[src/rtl/bnw_pkg.sv]
// bnw_pkg: shared constants, lane-state enum and helpers for the hit judge.
// No ports; imported by lane_judge, hit_judge and the interface users.
package bnw_pkg;

  typedef enum logic [1:0] {
    WAIT = 2'd0,
    LIVE = 2'd1,
    DONE = 2'd2
  } lane_st_e;

  localparam int NUM_LANES   = 4;
  localparam int OFFSCREEN_H = 720;
  localparam int SPAWN_H     = 120;

  localparam int ZONE_LO_D    = 560;
  localparam int PERFECT_LO_D = 600;
  localparam int PERFECT_HI_D = 640;
  localparam int ZONE_HI_D    = 680;
  localparam int MISS_LIMIT_D = 5;
  localparam int SCORE_MAX_D  = 999;
  localparam int COMBO_MAX    = 99;

  function automatic logic [2:0] popcnt4(
    input logic [3:0] v
  );
    return {2'b0, v[0]} + {2'b0, v[1]}
         + {2'b0, v[2]} + {2'b0, v[3]};
  endfunction

endpackage

[src/rtl/hit_judge_if.sv]
// hit_judge_if: game-side inputs (freeze, heights, keys) and score outputs.
// master drives heights/keys and reads results; slave is the judge.
interface hit_judge_if;
  logic        stop_or_endgame;
  logic [39:0] block_h;
  logic [3:0]  key_press;
  logic [9:0]  score;
  logic [6:0]  combo;
  logic [3:0]  miss_cnt;
  logic        game_over;
  logic [3:0]  hit_pulse;
  logic        perfect_pulse;
  logic [3:0]  miss_pulse;

  modport master (
    output stop_or_endgame, block_h, key_press,
    input  score, combo, miss_cnt, game_over,
    input  hit_pulse, perfect_pulse, miss_pulse
  );

  modport slave (
    input  stop_or_endgame, block_h, key_press,
    output score, combo, miss_cnt, game_over,
    output hit_pulse, perfect_pulse, miss_pulse
  );
endinterface

[src/rtl/hit_judge_lane.sv]
// lane_judge: per-lane key edge detector and WAIT/LIVE/DONE judging FSM.
// Ports: clk, i_arst, i_en, i_h, i_key in; o_hit/o_perfect/o_miss strobes.
module lane_judge
  import bnw_pkg::*;
#(
  parameter int ZONE_LO    = ZONE_LO_D,
  parameter int PERFECT_LO = PERFECT_LO_D,
  parameter int PERFECT_HI = PERFECT_HI_D,
  parameter int ZONE_HI    = ZONE_HI_D
) (
  input  logic       clk,
  input  logic       i_arst,
  input  logic       i_en,
  input  logic [9:0] i_h,
  input  logic       i_key,
  output logic       o_hit,
  output logic       o_perfect,
  output logic       o_miss
);

  localparam logic [9:0] ZLO = 10'(ZONE_LO);
  localparam logic [9:0] ZHI = 10'(ZONE_HI);
  localparam logic [9:0] PLO = 10'(PERFECT_LO);
  localparam logic [9:0] PHI = 10'(PERFECT_HI);

  lane_st_e r_st;
  lane_st_e w_st_nxt;
  logic     r_key_q;
  logic     w_press;
  logic     w_below;
  logic     w_above;
  logic     w_in_zone;
  logic     w_perf_win;

  assign w_press    = i_key & ~r_key_q;
  assign w_below    = i_h < ZLO;
  assign w_above    = i_h >= ZHI;
  assign w_in_zone  = ~w_below & ~w_above;
  assign w_perf_win = (i_h >= PLO) && (i_h < PHI);

  // A block entering the zone on the same tick as a
  // press is judged as live, not as a stray press.
  always_comb begin
    w_st_nxt  = r_st;
    o_hit     = 1'b0;
    o_miss    = 1'b0;
    if (i_en) begin
      unique case (r_st)
        WAIT: begin
          if (w_in_zone) begin
            if (w_press) begin
              o_hit    = 1'b1;
              w_st_nxt = DONE;
            end else begin
              w_st_nxt = LIVE;
            end
          end else if (w_press) begin
            o_miss = 1'b1;
          end
        end
        LIVE: begin
          if (w_below) begin
            o_miss   = 1'b1;
            w_st_nxt = WAIT;
          end else if (w_above) begin
            o_miss   = 1'b1;
            w_st_nxt = DONE;
          end else if (w_press) begin
            o_hit    = 1'b1;
            w_st_nxt = DONE;
          end
        end
        DONE: begin
          if (w_below) w_st_nxt = WAIT;
        end
        default: w_st_nxt = WAIT;
      endcase
    end
  end

  assign o_perfect = o_hit & w_perf_win;

  // key_q tracks the key even when frozen so a held
  // key cannot fire on resume.
  always_ff @(posedge clk or posedge i_arst) begin
    if (i_arst) begin
      r_st    <= WAIT;
      r_key_q <= 1'b0;
    end else begin
      r_st    <= w_st_nxt;
      r_key_q <= i_key;
    end
  end

endmodule

[src/rtl/hit_judge.sv]
// hit_judge: four lane judges plus score/combo/miss accumulation, game_over.
// Ports: clk, rst, restart (async resets) and bus (hit_judge_if.slave).
module hit_judge
  import bnw_pkg::*;
#(
  parameter int ZONE_LO    = ZONE_LO_D,
  parameter int PERFECT_LO = PERFECT_LO_D,
  parameter int PERFECT_HI = PERFECT_HI_D,
  parameter int ZONE_HI    = ZONE_HI_D,
  parameter int MISS_LIMIT = MISS_LIMIT_D,
  parameter int SCORE_MAX  = SCORE_MAX_D
) (
  input  logic        clk,
  input  logic        rst,
  input  logic        restart,
  hit_judge_if.slave  bus
);

  localparam logic [10:0] SMAX11 = 11'(SCORE_MAX);
  localparam logic [9:0]  SMAX10 = 10'(SCORE_MAX);
  localparam logic [7:0]  CMAX8  = 8'(COMBO_MAX);
  localparam logic [6:0]  CMAX7  = 7'(COMBO_MAX);
  localparam logic [4:0]  MLIM5  = 5'(MISS_LIMIT);
  localparam logic [3:0]  MLIM4  = 4'(MISS_LIMIT);

  logic        w_arst;
  logic        w_en;
  logic [3:0]  w_hit;
  logic [3:0]  w_perf;
  logic [3:0]  w_miss;
  logic [2:0]  w_n_hit;
  logic [2:0]  w_n_perf;
  logic [2:0]  w_n_miss;
  logic [10:0] w_score_sum;
  logic [7:0]  w_combo_sum;
  logic [4:0]  w_miss_sum;
  logic [9:0]  w_score_nxt;
  logic [6:0]  w_combo_nxt;
  logic [3:0]  w_miss_nxt;

  logic [9:0]  r_score;
  logic [6:0]  r_combo;
  logic [3:0]  r_miss_cnt;
  logic        r_game_over;
  logic [3:0]  r_hit_pulse;
  logic        r_perf_pulse;
  logic [3:0]  r_miss_pulse;

  assign w_arst = rst | restart;
  assign w_en   = ~bus.stop_or_endgame & ~r_game_over;

  for (genvar g = 0; g < NUM_LANES; g++) begin : g_lane
    lane_judge #(
      .ZONE_LO    (ZONE_LO),
      .PERFECT_LO (PERFECT_LO),
      .PERFECT_HI (PERFECT_HI),
      .ZONE_HI    (ZONE_HI)
    ) u_lj (
      .clk       (clk),
      .i_arst    (w_arst),
      .i_en      (w_en),
      .i_h       (bus.block_h[10*g +: 10]),
      .i_key     (bus.key_press[g]),
      .o_hit     (w_hit[g]),
      .o_perfect (w_perf[g]),
      .o_miss    (w_miss[g])
    );
  end

  assign w_n_hit  = popcnt4(w_hit);
  assign w_n_perf = popcnt4(w_perf);
  assign w_n_miss = popcnt4(w_miss);

  // Perfect is worth 2, good 1: hits + perfects.
  assign w_score_sum = {1'b0, r_score}
                     + {8'b0, w_n_hit}
                     + {8'b0, w_n_perf};
  assign w_combo_sum = {1'b0, r_combo}
                     + {5'b0, w_n_hit};
  assign w_miss_sum  = {1'b0, r_miss_cnt}
                     + {2'b0, w_n_miss};

  always_comb begin
    w_score_nxt = w_score_sum[9:0];
    if (w_score_sum > SMAX11) w_score_nxt = SMAX10;
    w_combo_nxt = w_combo_sum[6:0];
    if (w_combo_sum > CMAX8) w_combo_nxt = CMAX7;
    if (|w_miss) w_combo_nxt = '0;
    w_miss_nxt = w_miss_sum[3:0];
    if (w_miss_sum >= MLIM5) w_miss_nxt = MLIM4;
  end

  always_ff @(posedge clk or posedge w_arst) begin
    if (w_arst) begin
      r_score      <= '0;
      r_combo      <= '0;
      r_miss_cnt   <= '0;
      r_game_over  <= 1'b0;
      r_hit_pulse  <= '0;
      r_perf_pulse <= 1'b0;
      r_miss_pulse <= '0;
    end else begin
      r_hit_pulse  <= w_en ? w_hit : '0;
      r_perf_pulse <= w_en & (|w_perf);
      r_miss_pulse <= w_en ? w_miss : '0;
      if (w_en) begin
        r_score     <= w_score_nxt;
        r_combo     <= w_combo_nxt;
        r_miss_cnt  <= w_miss_nxt;
        r_game_over <= (w_miss_nxt == MLIM4);
      end
    end
  end

  assign bus.score         = r_score;
  assign bus.combo         = r_combo;
  assign bus.miss_cnt      = r_miss_cnt;
  assign bus.game_over     = r_game_over;
  assign bus.hit_pulse     = r_hit_pulse;
  assign bus.perfect_pulse = r_perf_pulse;
  assign bus.miss_pulse    = r_miss_pulse;

endmodule
[src/flat_wrapper.sv]
// flat-port wrapper written by rule: the top's interface ports become plain ports
module hit_judge_flat import bnw_pkg::*;
#(
  parameter int ZONE_LO    = ZONE_LO_D,
  parameter int PERFECT_LO = PERFECT_LO_D,
  parameter int PERFECT_HI = PERFECT_HI_D,
  parameter int ZONE_HI    = ZONE_HI_D,
  parameter int MISS_LIMIT = MISS_LIMIT_D,
  parameter int SCORE_MAX  = SCORE_MAX_D
)
  (clk, rst, restart, bus_stop_or_endgame, bus_block_h, bus_key_press, bus_score, bus_combo, bus_miss_cnt, bus_game_over, bus_hit_pulse, bus_perfect_pulse, bus_miss_pulse);
  hit_judge_if bus_i ();
  input  logic clk;
  input  logic rst;
  input  logic restart;
  input wire logic [$bits(bus_i.stop_or_endgame)-1:0] bus_stop_or_endgame;
  input wire logic [$bits(bus_i.block_h)-1:0] bus_block_h;
  input wire logic [$bits(bus_i.key_press)-1:0] bus_key_press;
  output wire logic [$bits(bus_i.score)-1:0] bus_score;
  output wire logic [$bits(bus_i.combo)-1:0] bus_combo;
  output wire logic [$bits(bus_i.miss_cnt)-1:0] bus_miss_cnt;
  output wire logic [$bits(bus_i.game_over)-1:0] bus_game_over;
  output wire logic [$bits(bus_i.hit_pulse)-1:0] bus_hit_pulse;
  output wire logic [$bits(bus_i.perfect_pulse)-1:0] bus_perfect_pulse;
  output wire logic [$bits(bus_i.miss_pulse)-1:0] bus_miss_pulse;
  assign bus_i.stop_or_endgame = bus_stop_or_endgame;
  assign bus_i.block_h = bus_block_h;
  assign bus_i.key_press = bus_key_press;
  assign bus_score = bus_i.score;
  assign bus_combo = bus_i.combo;
  assign bus_miss_cnt = bus_i.miss_cnt;
  assign bus_game_over = bus_i.game_over;
  assign bus_hit_pulse = bus_i.hit_pulse;
  assign bus_perfect_pulse = bus_i.perfect_pulse;
  assign bus_miss_pulse = bus_i.miss_pulse;
  hit_judge #(.ZONE_LO(ZONE_LO), .PERFECT_LO(PERFECT_LO), .PERFECT_HI(PERFECT_HI), .ZONE_HI(ZONE_HI), .MISS_LIMIT(MISS_LIMIT), .SCORE_MAX(SCORE_MAX)) u_core (.clk(clk), .rst(rst), .restart(restart), .bus(bus_i));
endmodule
[config.mk]
export PLATFORM = sky130hd
export DESIGN_NAME = hit_judge_flat
export DESIGN_NICKNAME = d
export VERILOG_FILES = /design/src/rtl/bnw_pkg.sv /design/src/rtl/hit_judge_if.sv /design/src/rtl/hit_judge_lane.sv /design/src/rtl/hit_judge.sv /design/src/flat_wrapper.sv
export SDC_FILE = /design/constraint.sdc
export NUM_CORES = 1
export LEC_CHECK = 0
export BUFFER_PORTS_ARGS = -buffer_cell sky130_fd_sc_hd__clkbuf_2
export CAP_MARGIN = 25
export CORE_MARGIN = 1.5
export CORE_UTILIZATION = 48
export DETAILED_ROUTE_END_ITERATION = 16
export MAX_ROUTING_LAYER = met4
export PLACE_DENSITY = 0.82
export SETUP_SLACK_MARGIN = 0.5
export SYNTH_ARGS = -nofsm -noshare
export SYNTH_HDL_FRONTEND = slang
export SYNTH_SLANG_ARGS = --single-unit
[constraint.sdc]
create_clock -name clk -period 4.8 [get_ports clk]
set_input_delay 0.96 -clock clk [delete_from_list [all_inputs] [get_ports clk]]
set_output_delay 0.96 -clock clk [all_outputs]
set_load 0.02 [all_outputs]
* Yosys cells after proc, flatten, opt, wreduce, memory -nomap -nowiden
Cells that the tools add are included.
Cells by class: add/sub/neg operators 13, $mul 0, divide/modulo/power cells 0, $lt $le $gt $ge 19, eq/ne operators 21, shift-type cells 0, mux-type cells 78, bitwise operators 29, reductions and logical operators 14
Operator list (number):
- $ge 10x10->1 const B | 8
- $lt 10x10->1 const B | 8
- $mux 2 | 24
- $mux 1 | 36
- $pmux 2 s3 | 4
- $add 3x1->3 | 6
- $ne 2x2->1 const B | 8
- $ne 4x4->1 const B | 4
- $pmux 1 s2 | 8
- $reduce_and 4->1 | 4
- $and 1x1->1 | 14
- $mux 7 | 2
- $not 1->1 | 14
- $mux 4 | 3
- $add 10x3->11 | 1
- $add 11x3->11 | 1
- $gt 11x10->1 const B | 1
- $mux 10 | 1
- $add 7x3->8 | 1
- $eq 2x1->1 const B | 4
- $eq 2x2->1 const B | 4
- $gt 8x7->1 const B | 1
- $logic_not 2->1 | 4
- $reduce_or 4->1 | 2
- other kinds (6) | 11
Word-level totals: bits in registers 43, latch bits 0, bits in writable memories 0, bits in read-only memories 0, input bits 48, memories kept 0

* Longest topological paths before layout
Gate-level depths: netlist (run 1).
depth after elaboration 14, depth in mapped cells 21

* Modules after synthesis
From an unflattened synthesis (run 1), not the netlist that was laid out.
Unflattened totals: cells, all modules 341, area total of the unflattened synthesis 3214.3 sq um
By module, submodules not included:
- hit_judge | times used 1, cells each 225, area an instance 2183.3 sq um, seq. area each 775.7 sq um
- lane_judge | times used 4, cells each 29, area an instance 257.7 sq um, seq. area each 75.1 sq um

* Least setup slack after synthesis (run 1)
Ideal clock, no wire load.
path kind in2reg, from input bus_stop_or_endgame, to register u_core.r_score[3], in the netlist u_core.bus.score[3], setup time 0.122 ns, data arrival time 5.095 ns, setup slack -0.417 ns, stages 21, path buffers 2, path through or2_1 > clkbuf_1 > buf_6 > nor2_1 > nand3_1 > nor4_1 > ha_1 > fa_1 > ha_1 > inv_1 > fa_1 > inv_1 > ha_1 > inv_1 > fa_1 > nor2b_4 > or4b_1 > o22ai_1 > o2bb2ai_2 > nand2_1 > a32o_1
On the way: cells in the longest elaborated chain, start to end 10, elaborated cells between the ends (all ways) 20
Ends and longest elaborated chain:
- from (decl) | RTL line flat_wrapper.sv:16 | input wire logic [$bits(bus_i.stop_or_endgame)-1:0] bus_stop_or_endgame;
- $not 1->1 * | RTL line hit_judge.sv:50 | assign w_en = ~bus.stop_or_endgame & ~r_game_over;
- $and 1x1->1 * | RTL line hit_judge.sv:50
- $mux 1 | RTL line hit_judge_lane.sv:47 | if (i_en) begin
- $add 1x1->2 or $and 1x1->1 (tied branches) | RTL line bnw_pkg.sv:26, hit_judge_lane.sv:81
- $add 3x1->3 or $add 1x1->2 (tied branches) | RTL line bnw_pkg.sv:27, bnw_pkg.sv:26
- $add 3x1->3 | RTL line bnw_pkg.sv:27 | + {2'b0, v[2]} + {2'b0, v[3]};
- $add 10x3->11 or $add 3x1->3 (tied branches) | RTL line hit_judge.sv:76, bnw_pkg.sv:27
- $add 11x3->11 | RTL line hit_judge.sv:77 | + {8'b0, w_n_perf};
- $gt 11x10->1 | RTL line hit_judge.sv:85 | if (w_score_sum > SMAX11) w_score_nxt = SMAX10;
- $mux 10 | RTL line hit_judge.sv:85
- to (signal assigned) | RTL line hit_judge.sv:107 | r_score <= w_score_nxt;
- to (decl) | RTL line hit_judge.sv:41 | logic [9:0] r_score;
Every way passes the cells marked *; elsewhere a longest branch is shown, timed or not. A chain may end at the register's enable or synchronous reset.

* Worst setup path after layout (run 1)
from input bus_block_h[3], to register u_core.r_score[3], in the netlist u_core.bus.score[3]
On the way: cells in the longest elaborated chain, start to end 13, elaborated cells between the ends (all ways) 24
Ends and longest elaborated chain:
- from (decl) | RTL line flat_wrapper.sv:17 | input wire logic [$bits(bus_i.block_h)-1:0] bus_block_h;
- $lt 10x10->1 or $ge 10x10->1 (tied branches) | RTL line hit_judge_lane.sv:36, hit_judge_lane.sv:37
- $not 1->1 | RTL line hit_judge_lane.sv:38 | assign w_in_zone = ~w_below & ~w_above;
- $and 1x1->1 | RTL line hit_judge_lane.sv:38
- $mux 1 | RTL line hit_judge_lane.sv:50 | if (w_in_zone) begin
- $pmux 1 s2 | RTL line hit_judge_lane.sv:48 | unique case (r_st)
- $mux 1 | RTL line hit_judge_lane.sv:47
- $add 1x1->2 or $and 1x1->1 (tied branches) | RTL line bnw_pkg.sv:26, hit_judge_lane.sv:81
- $add 3x1->3 or $add 1x1->2 (tied branches) | RTL line bnw_pkg.sv:27, bnw_pkg.sv:26
- $add 3x1->3 | RTL line bnw_pkg.sv:27
- $add 10x3->11 or $add 3x1->3 (tied branches) | RTL line hit_judge.sv:76, bnw_pkg.sv:27
- $add 11x3->11 * | RTL line hit_judge.sv:77
- $gt 11x10->1 | RTL line hit_judge.sv:85
- $mux 10 * | RTL line hit_judge.sv:85
Marked as above.

==> reports/qor.csv, run 1 <==
metric;value;unit
outcome;finished with violations;
failing_checks;negative setup slack;
tritoncts;built;
worstSetupStartpointType;input pin;
syn2layout_area_growth;40.4;%
synth_warnings;0;
clkLatencyLatePin;0.30;ns
leakagePower;1.97;nW
grt_start_max_net_pins;44;
layout_min_cycle_time;4.98;ns
dominantRegCellSynth;dfrtp_1;
worstMarginPinSlew;0.564;ns
overflow;0;
synth.lib_cells_used.distinct;57;
drc_errors;0;
min_to;u_core.bus.miss_cnt[2]$_DFFE_PP0P_;
fillerInstances;420;
global_route_wire_length_before_repair;11500;um
power_density;331;mW/mm2
worstSetupEndpointType;flip-flop;
htree_num_levels;2;
power.ir.vdd_worst;0.159;mV
synth_enable_flop_cells;0;
postRouteAntennaNets;0;
maxCapViolCount;0;
syn-instance-count;306;
rows;27;
worstPathArrival;5.17;ns
die_w;80.1;um
die_area;0.00641;mm2
worst_hold_path_type;flip-flop to flip-flop;
core_area;0.00561;mm2
maxClockFrequency;0.201;GHz
final.setup.worst_slack;-0.183;ns
diodes;0;
hold_start;u_core.bus.miss_cnt[2]$_DFFE_PP0P_;
clkSlewWorstSetupHoldPaths;0.09;ns
grt_util_all_layers;0.239;
dpl.hpwl;5200;um
first_global_vias;2550;
port_buffers;66;
regToRegStartpoint;u_core.bus.game_over$_DFFE_PP0P_;
layout.nets;497;
number_of_antenna_violations_at_the_first_check_in_global_routing;0;
fin_total_pwr;1.33;mW
multi_input_area;0.00188;mm2
syn_avg_cell_area;9.32;um2
critical_path.reg2reg.endpoint;u_core.bus.score[3]$_DFFE_PP0P_;
timing_worst_setup_path_type;input pin to flip-flop;
setup_total_negative_slack;-0.802;ns
clockBufferDepth;2;
post-route-period-util;1.04;
report.final.setup_viol;5;
worst-r2r-setup-slack;0.22;ns
layout.cell_area.non_filler;0.00400;mm2
worst_clock_skew;0.00494;ns
detail_route.iter0.violations;194;
dr_total_vias;2754;
route.final.wire_length;7740;um
worst-r2r-cell-count;21;
worst-endpoint-required;4.99;ns
synth_area;0.00285;mm2
cts_buffers;5;
post_dp_cell_area;0.00359;mm2
wl_per_cell;15.6;um
design.portCount;79;
floorplan.die.height;80.1;um
clockRootBuffer;clkbuf_8;
synth-seq-cells;43;
timing_hold_violations_final;0;
sequential_share_of_the_synthesized_area;0.377;
gp_routability_congestion;0.857;
post_cts_hold_buffer_count;0;
setup_repair_after_global_routing_missed_its_margin;yes;
layout.area.seq;0.00108;mm2
critical_path_peak_fanout;3;
final_layout_size_suffix_gt1_frac;0.415;
final_max_slew_viols;0;
syn-num-nets;380;
worstHoldPathCells;2;
floorplan.initialDensity;0.508;
route.detailed.vias_per_inst;5.55;
clkSinkCount;43;
max-slew-margin-rel;0.624;
postSynth.asyncResetShare;1.00;
drt_first_pass_iters;4;
kinds of logic after synthesis:
kind of cell    Yosys count  synth area share
compound gates           83             0.203
xor+xnor                  6            0.0184
fa+ha+maj                26             0.138
buf+inv                  34            0.0478
flops                    43             0.377
mux                       6            0.0215
simple gates            108             0.194
cells in the mapped netlist, types with 7 or more instances:
cell	count	area [um2]
o21ai_0	18	90.1
nand2_1	26	97.6
dfrtp_1	43	1080
fa_1	9	180
a21oi_1	18	90.1
nand2b_1	7	43.8
nor3_1	7	35.0
nor2b_1	8	50.1
nor2_1	32	120
inv_1	27	101
nand3_1	9	45.0
ha_1	17	213
critical path, cell delays in order:
cell and delay, ns:
buf_6 0.10, o21a_1 0.19, o21ai_2 0.15, o21ai_1 0.09, nor2_1 0.13, nand3_2 0.13, buf_4 0.16, buf_6 0.12
inv_4 0.05, ha_4 0.19, fa_2 0.41, ha_4 0.29, inv_2 0.04, fa_1 0.49, inv_1 0.04, ha_2 0.18
inv_2 0.05, fa_2 0.22, nor2b_4 0.05, or4b_4 0.49, o22ai_4 0.19, o2bb2ai_4 0.15, nand2_1 0.07, a32o_1 0.24
cells in the final DEF (no fill, tap or decap), types with 3 or more instances in the layout:
master and instances:
a21oi_1 16, inv_1 21, nand2_1 26, clkbuf_8 6, clkbuf_2 65, o21ai_0 13
inv_2 5, o21ai_1 4, fa_2 4, o21a_1 4, fa_1 5, a31oi_1 3
a22o_1 5, nor2b_1 7, mux2i_1 5, o41ai_1 4, nand3_2 3, nand3_1 6
o21ai_2 4, ha_1 11, nand2b_1 7, nor3_1 6, buf_4 47, ha_4 5
xnor2_1 4, buf_6 5, nor2_1 28, a21o_1 4, dfrtp_1 43
cell type report:
type	instances	area share
multi-input cells	229	0.470
flip-flops and latches	43	0.269
inverters	27	0.0259
well taps	72	0.0225
clock inverters	2	0.00875
repair buffers	117	0.183
clock buffers	6	0.0206
worst max-delay path by stage:
| stage | from | endpoint | slack [ns] | depth (start not counted) |
|---|---|---|---|---|
| floorplan | bus_stop_or_endgame | u_core.bus.score[3]$_DFFE_PP0P_ | -0.17 | 21 |
| global placement | bus_block_h[15] | u_core.bus.score[3]$_DFFE_PP0P_ | -0.39 | 21 |
| detailed placement | bus_block_h[15] | u_core.bus.score[3]$_DFFE_PP0P_ | -0.50 | 21 |
| CTS | bus_block_h[4] | u_core.bus.score[3]$_DFFE_PP0P_ | -0.1 | 22 |
| global route | bus_block_h[3] | u_core.bus.score[3]$_DFFE_PP0P_ | -0.35 | 22 |
| finish | bus_block_h[3] | u_core.bus.score[3]$_DFFE_PP0P_ | -0.18 | 24 |
sequential cells by signal (all words and copies together), names as in the netlist:
signal,flops
u_core.bus.miss_pulse,4
u_core.bus.combo,7
u_core.bus.miss_cnt,4
u_core.g_lane.u_lj.r_st,8
u_core.bus.perfect_pulse,1
u_core.bus.hit_pulse,4
u_core.bus.score,10
u_core.bus.game_over,1
u_core.g_lane.u_lj.r_key_q,4
timing repair:
action | 4_1_cts | 5_1_grt
pin swaps | 10 | 17
gates resized for setup | 13 | 36
endpoints found under the setup margin | 15 | 18
setup buffers | 2 | 8
layer usage:
layer	share of wire	global-route usage
met1	0.43	0.301
met2	0.50	0.382
met4	0.019	0.105
met5	0	-
met3	0.051	0.0364
per-stage QoR:
stage | util | hold slack (ns) | instances | setup WS (ns)
6_report | 0.714 | 0.525 | 496 | -0.183
5_1_grt | 0.714 | 0.554 | 496 | -0.354
4_1_cts | 0.675 | 0.529 | 488 | -0.0976
3_5_place_dp | 0.640 | 0.507 | 478 | -0.504
3_3_place_gp | 0.640 | 0.487 | 478 | -0.389
2_1_floorplan | - | 0.459 | 306 | -0.171
report_power, final:
group,total [mW],switching (mW),internal (mW)
registers,0.508,0.0753,0.433
logic,0.518,0.302,0.216
clock network,0.301,0.132,0.169
No activity file was read; power rests on OpenSTA's default activity.
==> inputs of run 2 (changes only) <==
- CELL_PAD_IN_SITES_DETAIL_PLACEMENT: unset -> 1
- CELL_PAD_IN_SITES_GLOBAL_PLACEMENT: unset -> 1
- CORE_UTILIZATION: 48 -> 36
==> run 2 against run 1 <==
  * The run still ends with negative setup slack left
  * Fmax fell by 7.2%
  * First-iteration DRC count fell by 48%
  * Wire length rose by 53%
  * Final area rose by 7.2%
  * Global-route usage rose by 1.3 points
  * Register-to-register slack got worse by 0.35 ns
  * Hold slack improved by 0.0083 ns
  * Clock power rose by 16%
  * Combinational power rose by 25%
  * Total power rose by 14%
  * Critical endpoint unchanged
  * Largest power group unchanged
==> reports/qor.csv, run 2 (synthesis gave the netlist of run 1 again) <==
metric;value;unit
outcome;finished with violations;
failing_checks;negative setup slack;
global_route_wire_length_before_repair;15800;um
htree_num_levels;2;
worst-r2r-cell-count;22;
worst-endpoint-required;5.00;ns
critical_path.reg2reg.endpoint;u_core.bus.score[3]$_DFFE_PP0P_;
mostFrequentLayoutCells;clkbuf_2 (65), buf_4 (61), dfrtp_1 (43);
power.ir.vdd_worst;0.177;mV
maxCapViolCount;0;
placed_cells;512;
netSwitchingPower;0.604;mW
grt_start_max_net_pins;44;
crit_path_max_incr_delay;0.57;ns
report.final.setup_viol;8;
port_buffers;66;
route.final.wire_length;11900;um
timing_hold_violations_final;0;
die_area;0.00846;mm2
diodes;0;
regToRegStartpoint;u_core.bus.game_over$_DFFE_PP0P_;
cp_slowest_cell;fa_2;
post_layout_nonfiller_instances;540;
worstMarginPinSlew;0.586;ns
post_cts_hold_buffer_count;0;
worstSetupEndpointType;flip-flop;
setup_repair_after_global_routing_missed_its_margin;yes;
layout.cells.most_common;clkbuf_2;
fraction_of_power_spent_switching_nets;0.399;
maxClockFrequency;0.186;GHz
detail_route.iter0.violations;101;
worstHoldPathCells;1;
number_of_antenna_violations_at_the_first_check_in_global_routing;0;
wl_per_cell;22.0;um
hold_start;u_core.g_lane[2].u_lj.r_st[1]$_DFFE_PP0P_;
drc_errors;0;
die_w;92;um
min_to;u_core.g_lane[2].u_lj.r_st[0]$_DFFE_PP0P_;
power_density;352;mW/mm2
worst-r2r-setup-slack;-0.13;ns
route.detailed.vias_per_inst;5.56;
worst_hold_path_type;flip-flop to flip-flop;
clockBufferDepth;2;
drt_first_pass_iters;4;
dr_total_vias;3002;
largest_register_ffs;10;
leakagePower;2.07;nW
worstPathArrival;5.57;ns
post-route-period-util;1.12;
combinationalPowerShare;0.428;
first_global_vias;3078;
p_seq_frac;0.342;
gp_routability_congestion;0.790;
clkLatencyLatePin;0.31;ns
floorplan.initialDensity;0.371;
grt_util_all_layers;0.252;
syn2layout_area_growth;50.5;%
rows;32;
layout_min_cycle_time;5.37;ns
critical_path_peak_fanout;3;
overflow;0;
internal_power;0.908;mW
worstSetupStartpointType;input pin;
max-slew-margin-rel;0.610;
floorplan.die.height;92;um
final_max_slew_viols;0;
design.portCount;79;
cts_buffers;5;
post_dp_cell_area;0.00366;mm2
tritoncts;built;
worst_clock_skew;0.0104;ns
postRouteAntennaNets;0;
clockRootBuffer;clkbuf_8;
clkSinkCount;43;
core_area;0.00769;mm2
dpl.hpwl;6360;um
share_clk_of_total_power;0.230;
clkSlewWorstSetupHoldPaths;0.09;ns
final.setup.worst_slack;-0.568;ns
final_layout_size_suffix_gt1_frac;0.470;
timing_worst_setup_path_type;input pin to flip-flop;
layout.nets;511;
layout.cell_area.non_filler;0.00429;mm2
## run 2: power groups by stage
stage | combinational [mW] | sequential [mW] | clock (mW)
final | 0.647 | 0.517 | 0.348
after global routing | 0.688 | 0.523 | 0.363
after CTS | 0.553 | 0.510 | 0.344
after floorplan | 0.260 | 0.551 | 0
after global placement | 0.477 | 0.509 | 0
after detailed placement | 0.505 | 0.517 | 0
## run 2: cell type report
| type | instances | area (um2) |
|---|---|---|
| Clock buffer | 6 | 72.6 |
| Clock inverter | 2 | 60.1 |
| Fill cell | 875 | 3400 |
| Inverter | 27 | 106 |
| Multi-Input combinational cell | 229 | 2000 |
| Sequential cell | 43 | 1080 |
| Tap cell | 102 | 128 |
| Timing Repair Buffer | 131 | 847 |
## run 2: worst max path at each step
stage | start | depth (start not counted) | slack (ns) | endpoint
4_1_cts | bus_block_h[4] | 22 | -0.27 | u_core.bus.score[3]$_DFFE_PP0P_
6_report | bus_block_h[4] | 25 | -0.57 | u_core.bus.score[3]$_DFFE_PP0P_
5_1_grt | bus_block_h[3] | 25 | -0.60 | u_core.bus.score[2]$_DFFE_PP0P_
3_3_place_gp | bus_block_h[4] | 22 | -0.43 | u_core.bus.score[3]$_DFFE_PP0P_
3_5_place_dp | bus_block_h[4] | 22 | -0.65 | u_core.bus.score[3]$_DFFE_PP0P_
2_1_floorplan | bus_stop_or_endgame | 21 | -0.17 | u_core.bus.score[3]$_DFFE_PP0P_
## run 2: timing repair
item / CTS / global route
cloned: 0 / 0
buffers inserted: 13 / 7
setup endpoints to repair: 18 / 21
resized for setup: 40 / 38
pin swaps: 24 / 9
## run 2: critical path: cells and delay by family
| kind | cells | cell delay (ns) |
|---|---|---|
| adder cells (fa/ha/maj) | 6 | 1.91 |
| AO/OA/AOI/OAI | 6 | 1.26 |
| buffers and inverters | 8 | 0.73 |
| AND/OR/NAND/NOR | 5 | 0.70 |
## run 2: stage by stage
step	TNS [ns]	util	setup WS (ns)	total power, mW	hold WS (ns)
final	-2.97	0.558	-0.568	1.51	0.533
after global placement	-2.27	0.476	-0.430	0.986	0.491
after global routing	-3.29	0.558	-0.596	1.57	0.539
after detailed placement	-4.73	0.476	-0.653	1.02	0.513
after CTS	-1.17	0.528	-0.271	1.41	0.526
after floorplan	-0.521	-	-0.171	0.812	0.459
## run 2: metal layers
layer,vias to the layer above,part of all wire,track usage
met3,38,0.055,0.0423
met1,1495,0.38,0.280
met2,128,0.53,0.443
met5,-,0,-
li1,1341,-,-
met4,0,0.034,0.110
